### src/rtl/mult_pkg.sv
// Shared constants and FSM encoding for the HI/LO multiply controller.
// The default latency matches the downstream multiplier pipeline depth.
package mult_pkg;

    localparam int MULT_LATENCY_DEF = 4;
    localparam int HILO_W           = 32;
    localparam int PROD_W           = 2 * HILO_W;

    typedef enum logic {
        ST_IDLE = 1'b0,
        ST_BUSY = 1'b1
    } mult_state_e;

endpackage

### src/rtl/hilo_reg.sv
// HI/LO register pair: takes a full 64-bit product or independent move-to writes,
// and presents a combinational read port with HI taking priority over LO.
module hilo_reg
    import mult_pkg::*;
(
    input  logic              clk,
    input  logic              reset,
    input  logic              cap_en,
    input  logic [PROD_W-1:0] cap_val,
    input  logic              wr_hi,
    input  logic              wr_lo,
    input  logic [HILO_W-1:0] wdata,
    input  logic              rd_hi,
    input  logic              rd_lo,
    output logic [HILO_W-1:0] rdata
);

    logic [HILO_W-1:0] hi_q, hi_d;
    logic [HILO_W-1:0] lo_q, lo_d;

    always_ff @(posedge clk or posedge reset) begin
        if (reset) begin
            hi_q <= '0;
            lo_q <= '0;
        end else begin
            hi_q <= hi_d;
            lo_q <= lo_d;
        end
    end

    // A capture and a move-to never coincide (move-to is refused while busy),
    // but the capture is given priority so the product always lands intact.
    always_comb begin
        hi_d = hi_q;
        lo_d = lo_q;
        if (cap_en) begin
            hi_d = cap_val[PROD_W-1:HILO_W];
            lo_d = cap_val[HILO_W-1:0];
        end else begin
            if (wr_hi) begin
                hi_d = wdata;
            end
            if (wr_lo) begin
                lo_d = wdata;
            end
        end
    end

    always_comb begin
        rdata = '0;
        if (rd_hi) begin
            rdata = hi_q;
        end else if (rd_lo) begin
            rdata = lo_q;
        end
    end

endmodule

### src/rtl/mult_hilo_ctrl.sv
// Sequences a fixed-latency external signed multiplier and owns the HI/LO
// result registers; every request arriving while a multiply is in flight is stalled.
module mult_hilo_ctrl
    import mult_pkg::*;
#(
    parameter int MULT_LATENCY = MULT_LATENCY_DEF
) (
    input  logic              clk,
    input  logic              reset,
    input  logic              start,
    input  logic [HILO_W-1:0] op_a,
    input  logic [HILO_W-1:0] op_b,
    output logic [HILO_W-1:0] mul_a,
    output logic [HILO_W-1:0] mul_b,
    input  logic [PROD_W-1:0] mul_product,
    input  logic              mthi,
    input  logic              mtlo,
    input  logic [HILO_W-1:0] wdata,
    input  logic              rd_hi,
    input  logic              rd_lo,
    output logic [HILO_W-1:0] rdata,
    output logic              busy,
    output logic              stall,
    output logic              done,
    output mult_state_e       dbg_state
);

    // Handshake: a request is taken on any rising edge where stall is low;
    // while stall is high the requester must hold it and nothing changes.
    localparam int CNT_W = $clog2(MULT_LATENCY + 1);

    mult_state_e       state_q, state_d;
    logic [CNT_W-1:0]  cnt_q, cnt_d;
    logic [HILO_W-1:0] op_a_q, op_a_d;
    logic [HILO_W-1:0] op_b_q, op_b_d;
    logic              done_q, done_d;
    logic              capture;
    logic              wr_hi_en;
    logic              wr_lo_en;

    always_ff @(posedge clk or posedge reset) begin
        if (reset) begin
            state_q <= ST_IDLE;
            cnt_q   <= '0;
            op_a_q  <= '0;
            op_b_q  <= '0;
            done_q  <= 1'b0;
        end else begin
            state_q <= state_d;
            cnt_q   <= cnt_d;
            op_a_q  <= op_a_d;
            op_b_q  <= op_b_d;
            done_q  <= done_d;
        end
    end

    // The counter holds the edges still to go; the product is taken on the
    // edge that would bring it from 1 to 0.
    always_comb begin
        state_d = state_q;
        cnt_d   = cnt_q;
        op_a_d  = op_a_q;
        op_b_d  = op_b_q;
        done_d  = 1'b0;
        capture = 1'b0;
        unique case (state_q)
            ST_IDLE: begin
                if (start) begin
                    state_d = ST_BUSY;
                    cnt_d   = CNT_W'(MULT_LATENCY);
                    op_a_d  = op_a;
                    op_b_d  = op_b;
                end
            end
            ST_BUSY: begin
                cnt_d = cnt_q - CNT_W'(1);
                if (cnt_q == CNT_W'(1)) begin
                    state_d = ST_IDLE;
                    capture = 1'b1;
                    done_d  = 1'b1;
                end
            end
            default: begin
                state_d = ST_IDLE;
            end
        endcase
    end

    always_comb begin
        busy      = (state_q == ST_BUSY);
        stall     = busy & (start | mthi | mtlo | rd_hi | rd_lo);
        wr_hi_en  = mthi & ~busy;
        wr_lo_en  = mtlo & ~busy;
        done      = done_q;
        mul_a     = op_a_q;
        mul_b     = op_b_q;
        dbg_state = state_q;
    end

    hilo_reg u_hilo_reg (
        .clk     (clk),
        .reset   (reset),
        .cap_en  (capture),
        .cap_val (mul_product),
        .wr_hi   (wr_hi_en),
        .wr_lo   (wr_lo_en),
        .wdata   (wdata),
        .rd_hi   (rd_hi),
        .rd_lo   (rd_lo),
        .rdata   (rdata)
    );

endmodule

### config.mk
export PLATFORM = sky130hd
export DESIGN_NAME = mult_hilo_ctrl
export DESIGN_NICKNAME = d
export VERILOG_FILES = /design/src/rtl/mult_pkg.sv /design/src/rtl/hilo_reg.sv /design/src/rtl/mult_hilo_ctrl.sv
export SDC_FILE = /design/constraint.sdc
export NUM_CORES = 1
export LEC_CHECK = 0
export ABC_AREA = 0
export CAP_MARGIN = 20
export CORE_MARGIN = 1.5
export CORE_UTILIZATION = 25
export DETAILED_ROUTE_END_ITERATION = 6
export PLACE_DENSITY = 0.52
export SYNTH_ARGS = -nofsm -noshare
export SYNTH_HDL_FRONTEND = slang
export SYNTH_SLANG_ARGS = --single-unit
### constraint.sdc
create_clock -name clk -period 5.3 [get_ports clk]
set_input_delay 1.06 -clock clk [delete_from_list [all_inputs] [get_ports clk]]
set_output_delay 1.06 -clock clk [all_outputs]
set_load 0.02 [all_outputs]
Yosys cells after proc, flatten, opt, wreduce, memory -nomap -nowiden
Cells that the tools add are included.

cells by class
  add/subtract/negate cells = 1
  equality and inequality tests = 2
  multiplexer cells = 13
  bitwise logic cells = 8
  reduce and logical (&&, ||, !) cells = 3

operators by type and width
  cell                                              number
  two-way mux 32 bit                                6
  one-hot mux 3 bit (2 select lines)                1
  two-way mux 1 bit                                 4
  OR 1 bit                                          4
  nonzero test 2 bit                                2
  AND 1 bit                                         3
  == test 3 x 1 -> 1 bit, second input constant     1
  two-way mux 3 bit                                 1
  subtractor 3 x 1 -> 3 bit, second input constant  1
  inequality test 2 bit, second input constant      1
  one-hot mux 1 bit (2 select lines)                1
  AND reduction 2 bit                               1
  NOT 1 bit                                         1

storage, ports and cells
  bits in registers = 133
  input port bits = 167
  output and inout port bits = 100
  logic and storage cells = 34

Logic depth before layout (Yosys ltp)
Gate-level depths: netlist of run 1.

  depth in word-level cells = 5
  gate-level depth with buffers = 7
  mapped depth without buffers = 5

Modules after synthesis
From an unflattened synthesis of run 1, not the netlist that was laid out.

second synthesis, totals
  cell total of the unflattened synthesis = 497
  area total of the unflattened synthesis = 6286.0 um^2

by module, submodules not included
  module          instances  cells an instance  area each (um^2)
  hilo_reg        1          336                3310.7
  mult_hilo_ctrl  1          161                2975.4

Worst setup path before layout of run 1
OpenSTA, ideal clock, no wires.

  kind = input port to output port
  from = input port rd_lo
  to = output port rdata[0]
  arrival = 2.066 ns
  path slack = 2.174 ns
  stages = 4
  buffers on the path = 2
  cell sequence = clkbuf_1 -> clkbuf_1 -> nand2_1 -> o21ai_0

between the ends
  word-level cells in the longest chain between the ends = 2

RTL lines
  what                RTL line              text
  start: declaration  mult_hilo_ctrl.sv:20  input logic rd_lo,
  two-way mux 32 bit  hilo_reg.sv:53        end else if (rd_lo) begin
  two-way mux 32 bit  hilo_reg.sv:51        if (rd_hi) begin
  end: declaration    mult_hilo_ctrl.sv:21  output logic [HILO_W-1:0] rdata,

Every way passes these cells.

Worst setup path in the final report of run 1
  from = input port rd_lo
  to = output port rdata[27]

Same word-level chain as after synthesis.

==> impl_results.md, run 1 <==
* Max Fanout on Critical Path at 33
* Internal power at 3.67 mW
* CTS Buffer Depth at 2
* Die Span Y at 161 um
* DRT Pass-1 Iters at 6
* Critical path type: input port to primary output
* Clk sinks at 133
* Antenna viol nets, final at 0
* Final min period at 4.02 ns
* Multi-input gate area in the final layout at 2680 um^2
* TritonCTS clock tree: yes
* Post-synth cell types at 19
* Crit end category: primary output
* Critical path arrival at 2.96 ns
* N_diodes at 0
* H-tree levels at 4
* Area Overhead vs Synth at 56.5%
* Share of post-route cells with drive strength above 1 at 0.136
* Post-Layout Inst Area at 9810 um^2
* DPL Wire Length at 13200 um
* Port buffer count at 266
* Max Clock Freq at 0.249 GHz
* Sequential share of power at 0.325
* Vias per inst at 4.37
* Final setup vio count at 0
* Final WS setup at 1.28 ns
* Setup crit start kind: input port
* Initial core utilization at 0.256
* Total gr overflow at 0
* Largest net degree at the start of global routing at 92
* Placement Setup Slack at 1.26 ns
* Worst-margin pin slew at 0.957 ns
* Cells after Synth at 549
* Final TNS setup at 0 ns
* Initial antenna violation count at 1
* FILL cells at 2432
* Post-synthesis net count at 718
* Post-CTS Resized at 0
* Routed vias at 4987
* Pleak at 4.02 nW
* Pwr/cell area at 579 nW/um^2
* Worst Hold Class: flop to flop
* Worst Skew at 0.00913 ns
* Horiz. Die Dim at 161 um
* TritonCTS Buffers at 17
* Switching Power at 2.01 mW
* Avg Cell Area, Syn at 11.4 um^2
* Postcts setup bufs at 0
* Clk pin slew, worst setup/hold paths at 0.06 ns
* Top cell type's share of synthesized area at 0.531
* Skew-Pair Late Insertion Delay at 0.42 ns
* Sw frac at 0.354
* DR DRC count at 0
* Yosys warns at 0
* Register area share after synthesis at 0.531
* Final Hold Violating Endpoints at 0
* Top-level port count at 267
* Final period util at 0.758
* Status: finished, final reports clean
* RSZ-0062 raised after global routing: false
* Area leader, netlist: dfrtp_1
* DR iter-0 viols at 210
* Post-Synthesis Cell Area at 6270 um^2
* Gp weighted congestion at 0.749
* CORE AREA at 24500 um^2
* Most frequent cells in the layout: 265 x clkdlybuf4s50_1, 133 x dfrtp_1, 67 x nor2_1
* Rel. slew slack at 0.361
* Most common cell after layout, fill and taps aside: clkdlybuf4s50_1
* First-pass GRT wire length at 29800 um
* Root Driver: clkbuf_16
* Nets at 973
* Avg WL per Cell at 16.7 um
* Reg area at 3330 um^2
* Cell area after placement at 9170 um^2
* Max Slew Vio Count at 0
* Clock network power share at 0.213
* Vias in the first global route at 5161
* Final Routed Wirelength at 19000 um
* Combinational power share at 0.462
* Largest cells by area after synthesis: dfrtp_1 53%, mux2_4 14%, mux2i_1 10%, a21oi_1 5.3%, nor2_1 4.0%
* Die area at 26000 um^2
* Total Routing Usage GR at 0.149
* Worst EP required at 4.24 ns
* Flops & latches, synth at 133
* Max cap viols at 0
* Max IR drop VDD at 0.304 mV
* Hold buffer count at CTS at 0
* Placement Rows at 57
[critical path, stage by stage]
cell and delay (ns):
clkdlybuf4s50_1 0.46, buf_4 0.39, nand2_1 0.09, o21ai_0 0.25, clkdlybuf4s50_1 0.71
[area by class of cell]
cell class	instances	area share
sequential	133	0.339
timing repair buffer	277	0.283
multi-input combinational	370	0.273
clock buffer	17	0.0434
tap	324	0.0413
clock inverter	14	0.0171
inverter	5	0.00242
[power by group through the flow]
stage | logic [mW] | clock network [mW] | registers, mW
detailed placement | 2.66 | 0 | 1.84
floorplan | 1.30 | 0 | 2.11
CTS | 2.66 | 1.26 | 1.85
global route | 2.85 | 1.30 | 1.91
finish | 2.62 | 1.21 | 1.85
global placement | 2.63 | 0 | 1.85
[final timing paths]
check / slack [ns] / start / cells past startpoint / end
max in group asynchronous: 3.27 / reset / 3 / mul_a[1]$_DFFE_PP0P_
worst min register to register: 0.49 / cnt_q[1]$_DFFE_PP0P_ / 2 / cnt_q[1]$_DFFE_PP0P_
worst max-delay path: 1.28 / rd_lo / 5 / rdata[27]
worst max register to register: 3.05 / busy$_DFF_PP0_ / 4 / u_hilo_reg.lo_q[19]$_DFFE_PP0P_
min in group asynchronous: 1.12 / reset / 2 / mul_b[8]$_DFFE_PP0P_
worst min-delay path: 0.49 / cnt_q[1]$_DFFE_PP0P_ / 2 / cnt_q[1]$_DFFE_PP0P_
[flip-flops by register name, summed over array words and instances (netlist names)]
| register | flops |
|---|---|
| busy | 1 |
| cnt_q | 3 |
| done | 1 |
| mul_a | 32 |
| mul_b | 32 |
| u_hilo_reg.hi_q | 32 |
| u_hilo_reg.lo_q | 32 |
[cell families (layout without fill, tap and decap cells)]
kind of cell               after synthesis  after routing  synth area share
adders and majority gates                2              2           0.00399
and+or+nand+nor                        139            139            0.0855
DFF                                    133            133             0.531
AOI/OAI and AO/OA                      100            100            0.0799
buffers and inverters                   46            313            0.0449
xor gates and xnor gates                 1              1           0.00140
muxes                                  128            128             0.253
[routing by layer]
layer  up-vias  GRT usage  part of all wire
met1      2397      0.191              0.44
met2       209      0.227              0.44
met3         8     0.0699              0.11
li1       2371          -                 -
met4         2     0.0366            0.0070
met5         -          0           0.00068
[Yosys cell counts]
library cell,number
a21oi_1,66
buf_1,1
buf_2,9
buf_4,2
buf_6,12
clkbuf_1,17
dfrtp_1,133
ha_1,2
inv_1,5
mux2_2,4
mux2_4,60
mux2i_1,64
nand2_1,66
nand3b_1,1
nor2_1,67
nor2b_1,3
nor3_1,2
o21ai_0,34
xnor2_1,1
[stage by stage]
stage	total power, mW	hold WS, ns	utilization	instances
2_1_floorplan	3.41	0.450	-	549
3_3_place_gp	4.48	0.473	0.375	1107
3_5_place_dp	4.50	0.485	0.375	1107
4_1_cts	5.77	0.499	0.399	1138
5_1_grt	6.06	0.531	0.401	1140
6_report	5.68	0.494	0.401	1140
Note: power is estimated with default switching activity, not from simulation.
==> run 2: changes to the inputs <==
==> constraint.sdc (replaced) <==
create_clock -name clk -period 4.1 [get_ports clk]
set_input_delay 0.82 -clock clk [delete_from_list [all_inputs] [get_ports clk]]
set_output_delay 0.82 -clock clk [all_outputs]
set_load 0.02 [all_outputs]
==> run 2 against run 1 <==
  * Via count is 1.2% lower
  * Count of clock-buffer cells in the layout is 1 higher
  * Global-route usage is 0.51 points lower
  * Non-clock buffer count is 3 higher
==> impl_results.md, run 2 (same netlist as run 1, synthesis figures left out) <==
* Final period util at 0.855
* Final Routed Wirelength at 18600 um (was 19000 um)
* Skew-Pair Late Insertion Delay at 0.41 ns (was 0.42 ns)
* Placement Rows at 57 (unchanged)
* Most frequent cells in the layout: 265 x clkdlybuf4s50_1, 133 x dfrtp_1, 67 x nor2_1 (unchanged)
* TritonCTS Buffers at 17 (unchanged)
* Initial antenna violation count at 1 (unchanged)
* Setup crit start kind: input port (unchanged)
* Total Routing Usage GR at 0.144 (was 0.149)
* DRT Pass-1 Iters at 4 (was 6)
* Postcts setup bufs at 0 (unchanged)
* Vias per inst at 4.30 (was 4.37)
* Pwr/cell area at 746 nW/um^2 (was 579 nW/um^2)
* Worst Skew at 0.00904 ns (was 0.00913 ns)
* Total gr overflow at 0 (unchanged)
* Max IR drop VDD at 0.367 mV (was 0.304 mV)
* Worst Hold Class: flop to flop (unchanged)
* DR DRC count at 0 (unchanged)
* Largest net degree at the start of global routing at 122 (was 92)
* Post-Layout Inst Area at 9850 um^2 (was 9810 um^2)
* First-pass GRT wire length at 28800 um (was 29800 um)
* Final Hold Violating Endpoints at 0 (unchanged)
* Die Span Y at 161 um (unchanged)
* RSZ-0062 raised after global routing: false (unchanged)
* Horiz. Die Dim at 161 um (unchanged)
* CORE AREA at 24500 um^2 (unchanged)
* Worst EP required at 3.28 ns (was 4.24 ns)
* Clk sinks at 133 (unchanged)
* Final setup vio count at 0 (unchanged)
* Antenna viol nets, final at 0 (unchanged)
* Reg area at 3330 um^2 (unchanged)
* Worst hold slack at 0.507 ns (was 0.494 ns)
* Routed vias at 4929 (was 4987)
* Post-CTS Resized at 0 (unchanged)
* Gp weighted congestion at 0.754 (was 0.749)
* Die area at 26000 um^2 (unchanged)
* Critical path type: input port to primary output (unchanged)
* DR iter-0 viols at 223 (was 210)
* Initial core utilization at 0.256 (unchanged)
* Rel. slew slack at 0.336 (was 0.361)
* Area Overhead vs Synth at 57.1% (was 56.5%)
* Fin util at 0.402 (was 0.401)
* Hold buffer count at CTS at 0 (unchanged)
* Share of post-route cells with drive strength above 1 at 0.139 (was 0.136)
* Tot Pwr at 7.35 mW (was 5.68 mW)
* Vias in the first global route at 5162 (was 5161)
* Top-level port count at 267 (unchanged)
* Max Clock Freq at 0.285 GHz
* Multi-input gate area in the final layout at 2680 um^2 (unchanged)
* Status: finished, final reports clean (unchanged)
* Clk pin slew, worst setup/hold paths at 0.06 ns (about the same)
* Crit end category: primary output (unchanged)
* Port buffer count at 266 (unchanged)
* Final TNS setup at 0 ns (unchanged)
* Max Slew Vio Count at 0 (unchanged)
* Final min period at 3.51 ns
* Max Fanout on Critical Path at 33 (unchanged)
* Critical path arrival at 2.69 ns (was 2.96 ns)
* TritonCTS clock tree: yes (unchanged)
* Avg WL per Cell at 16.2 um (was 16.7 um)
* H-tree levels at 4 (unchanged)
* CTS Buffer Depth at 2 (unchanged)
* Pleak at 4.04 nW (was 4.02 nW)
* FILL cells at 2436 (was 2432)
* Root Driver: clkbuf_16 (unchanged)
* Cell area after placement at 9250 um^2 (was 9170 um^2)
* Max cap viols at 0 (unchanged)
* Most common cell after layout, fill and taps aside: clkdlybuf4s50_1 (unchanged)
* Worst-margin pin slew at 0.996 ns (was 0.957 ns)
* Nets at 976 (was 973)
* DPL Wire Length at 13000 um (was 13200 um)
-- run 2: cell types whose count changed in the layout (fill, tap and decap cells not counted), sizes merged --
| cell | delta |
|---|---|
| buf | +3 |
| inv | -2 |
| clkbuf | +1 |
| clkinv | +2 |
| diode | +1 |
-- run 2: area by class of cell --
| cell class | instances | share of cell area |
|---|---|---|
| diodes | 1 | 0.000254 |
| inverters | 5 | 0.00229 |
| repair buffers | 280 | 0.286 |
| clock inverters | 14 | 0.0169 |
| multi-input cells | 370 | 0.272 |
| clock buffers | 18 | 0.0436 |
| well taps | 324 | 0.0412 |
| flip-flops and latches | 133 | 0.338 |
-- run 2: worst max-delay path, cell delays in order --
cell and delay, ns:
clkdlybuf4s50_1 0.46, buf_4 0.38, nand2_1 0.09, o21ai_0 0.26, clkdlybuf4s50_1 0.66
-- run 2: per-stage QoR --
step                cells  worst slack, ns
finish               1145            0.594
global route         1144            0.439
floorplan             549             1.45
global placement     1112            0.555
detailed placement   1112            0.575
CTS                  1144            0.539
-- run 2: power by group --
part	total, mW	leakage [nW]	internal (mW)	switching (mW)
logic	3.40	2.22	1.84	1.55
clock network	1.56	0.282	0.916	0.648
registers	2.39	1.54	2.00	0.392
total	7.35	4.04	4.76	2.59
-- run 2: layer usage --
metal | vias up | part of all wire | track usage
li1 | 2377 | - | -
met1 | 2333 | 0.45 | 0.185
met2 | 207 | 0.43 | 0.216
met3 | 12 | 0.11 | 0.0660
met4 | 0 | 0.011 | 0.0434
met5 | - | 0 | 0
-- run 2: final timing paths --
kind | slack [ns] | startpoint | cells after the start | end
setup / recovery | 0.59 | rd_lo | 5 | rdata[16]
hold / removal | 0.51 | cnt_q[1]$_DFFE_PP0P_ | 2 | cnt_q[1]$_DFFE_PP0P_
setup reg to reg | 2.03 | busy$_DFF_PP0_ | 4 | u_hilo_reg.hi_q[21]$_DFFE_PP0P_
hold reg to reg | 0.51 | cnt_q[1]$_DFFE_PP0P_ | 2 | cnt_q[1]$_DFFE_PP0P_
max in group asynchronous | 2.37 | reset | 3 | u_hilo_reg.hi_q[31]$_DFFE_PP0P_
min in group asynchronous | 0.72 | reset | 2 | mul_b[6]$_DFFE_PP0P_
==> run 3: changes to the inputs <==
--- a/config.mk
+++ b/config.mk
@@ -11,6 +11,7 @@
 export CORE_UTILIZATION = 25
 export DETAILED_ROUTE_END_ITERATION = 6
 export PLACE_DENSITY = 0.52
+export SLEW_MARGIN = 40
 export SYNTH_ARGS = -nofsm -noshare
 export SYNTH_HDL_FRONTEND = slang
 export SYNTH_SLANG_ARGS = --single-unit
==> run 3 against run 2 <==
  * Utilization barely moved
  * Hold slack improved by 0.0016 ns
  * Clock power is essentially flat
  * Sequential share of layout area about the same
  * Register-to-register slack hardly changed
  * Routed wire length grew 0.56%
  * Critical path depth unchanged
==> impl_results.md, run 3 (same netlist as run 1, synthesis figures left out) <==
* H-tree levels at 4 (unchanged)
* Area Overhead vs Synth at 57.1% (about the same)
* Final period util at 0.859 (was 0.855)
* CORE AREA at 24500 um^2 (unchanged)
* Placement Setup Slack at 0.528 ns (was 0.575 ns)
* DRT Pass-1 Iters at 4 (unchanged)
* Multi-input gate area in the final layout at 2680 um^2 (unchanged)
* Most frequent cells in the layout: 265 x clkdlybuf4s50_1, 133 x dfrtp_1, 67 x nor2_1 (unchanged)
* Rel. slew slack at 0.498 (was 0.336)
* Status: finished, final reports clean (unchanged)
* Routed vias at 4947 (was 4929)
* Buf/Inv on CP at 3 (unchanged)
* Slowest cell on the critical path: clkdlybuf4s50_1 (unchanged)
* Nets at 976 (unchanged)
* Share of post-route cells with drive strength above 1 at 0.139 (unchanged)
* Reg area at 3330 um^2 (unchanged)
* Final Routed Wirelength at 18700 um (was 18600 um)
* Horiz. Die Dim at 161 um (unchanged)
* Clock network power share at 0.213 (about the same)
* Final WS setup at 0.578 ns (was 0.594 ns)
* Clk sinks at 133 (unchanged)
* Clk pin slew, worst setup/hold paths at 0.06 ns (about the same)
* DR iter-0 viols at 180 (was 223)
* Vias per inst at 4.32 (was 4.30)
* Root Driver: clkbuf_16 (unchanged)
* Top-level port count at 267 (unchanged)
* Die Span Y at 161 um (unchanged)
* Placement Rows at 57 (unchanged)
* Final TNS setup at 0 ns (unchanged)
* Total gr overflow at 0 (unchanged)
* Largest net degree at the start of global routing at 122 (unchanged)
* Vias in the first global route at 5141 (was 5162)
* FILL cells at 2435 (was 2436)
* Post-CTS Resized at 0 (unchanged)
* Hold buffer count at CTS at 0 (unchanged)
* Sequential share of power at 0.325 (about the same)
* CTS Buffer Depth at 2 (unchanged)
* RSZ-0062 raised after global routing: false (unchanged)
* TritonCTS Buffers at 17 (unchanged)
* Most common cell after layout, fill and taps aside: clkdlybuf4s50_1 (unchanged)
* Total Routing Usage GR at 0.145 (was 0.144)
* Avg WL per Cell at 16.3 um (was 16.2 um)
* Switching Power at 2.59 mW (about the same)
* CP most frequent cell: clkdlybuf4s50_1 (unchanged)
* Combinational power share at 0.462 (about the same)
* TritonCTS clock tree: yes (unchanged)
* Die area at 26000 um^2 (unchanged)
* Initial core utilization at 0.256 (unchanged)
* DR DRC count at 0 (unchanged)
* Worst-margin pin slew at 0.752 ns (was 0.996 ns)
* Final setup vio count at 0 (unchanged)
* Internal power at 4.75 mW (was 4.76 mW)
* DPL Wire Length at 13100 um (was 13000 um)
* Gp weighted congestion at 0.754 (unchanged)
* First-pass GRT wire length at 29000 um (was 28800 um)
* Worst EP required at 3.28 ns (about the same)
* Crit-path leading delay family: buffers and inverters (unchanged)
* Crit end category: primary output (unchanged)
* Worst Hold Class: flop to flop (unchanged)
* Setup crit start kind: input port (unchanged)
* Pleak at 4.04 nW (about the same)
* Final min period at 3.52 ns (was 3.51 ns)
* Max Clock Freq at 0.284 GHz (was 0.285 GHz)
* Critical path type: input port to primary output (unchanged)
* Postcts setup bufs at 0 (unchanged)
* Port buffer count at 266 (unchanged)
* Skew-Pair Late Insertion Delay at 0.41 ns (about the same)
* Final Hold Violating Endpoints at 0 (unchanged)
* Max IR drop VDD at 0.360 mV (was 0.367 mV)
* Sw frac at 0.353 (about the same)
* Crit-path max cell delay at 0.68 ns (was 0.66 ns)
* Max Slew Vio Count at 0 (unchanged)
* Initial antenna violation count at 1 (unchanged)
* Critical path arrival at 2.70 ns (was 2.69 ns)
* Worst hold slack at 0.508 ns (was 0.507 ns)
* Max cap viols at 0 (unchanged)
* Max Fanout on Critical Path at 33 (unchanged)
* Antenna viol nets, final at 0 (unchanged)
* Pwr/cell area at 746 nW/um^2 (about the same)
* Worst Skew at 0.00642 ns (was 0.00904 ns)
* Crit path cell chain: clkdlybuf4s50_1 -> buf_4 -> nand2_1 -> o21ai_0 -> clkdlybuf4s50_1 (unchanged)
## run 3: cell counts in the layout (fill, tap and decap cells not counted)
Identical to the previous run, type by type.
## run 3: cell type report
class	count	share of cell area
Clock inverter	14	0.0166
Tap cell	324	0.0412
Timing Repair Buffer	280	0.286
Inverter	5	0.00229
Multi-Input combinational cell	370	0.272
Sequential cell	133	0.338
Antenna cell	1	0.000254
Clock buffer	18	0.0436
## run 3: worst paths after layout
check	cells past startpoint	endpoint	start	slack, ns
min	1	mul_b[0]$_DFFE_PP0P_	mul_b[0]$_DFFE_PP0P_	0.51
max in group asynchronous	3	u_hilo_reg.lo_q[21]$_DFFE_PP0P_	reset	2.41
min reg2reg	1	mul_b[0]$_DFFE_PP0P_	mul_b[0]$_DFFE_PP0P_	0.51
max	5	rdata[24]	rd_lo	0.58
max reg2reg	4	u_hilo_reg.hi_q[21]$_DFFE_PP0P_	busy$_DFF_PP0_	2.04
min in group asynchronous	2	mul_b[25]$_DFFE_PP0P_	reset	0.72
## run 3: layer usage
| metal | wire length [um] | up-vias | GRT usage |
|---|---|---|---|
| met4 | 145 | 0 | 0.0387 |
| met3 | 2080 | 7 | 0.0734 |
| met2 | 8070 | 199 | 0.215 |
| met5 | 0 | - | 0 |
| met1 | 8380 | 2355 | 0.186 |
| li1 | - | 2386 | - |
## run 3: power groups by stage
stage                     clock [mW]  combinational, mW  sequential (mW)
after floorplan                    0               1.69             2.72
after global placement             0               3.41             2.40
after detailed placement           0               3.45             2.39
after CTS                       1.62               3.45             2.40
after global routing            1.67               3.67             2.47
final                           1.56               3.40             2.39
## run 3: metrics by stage
step | power, mW | instances | area (um^2) | util
2_1_floorplan | 4.41 | 549 | 6270 | -
3_5_place_dp | 5.83 | 1112 | 9250 | 0.378
6_report | 7.35 | 1145 | 9850 | 0.403
4_1_cts | 7.47 | 1144 | 9840 | 0.402
5_1_grt | 7.81 | 1144 | 9840 | 0.402
3_3_place_gp | 5.81 | 1112 | 9250 | 0.378
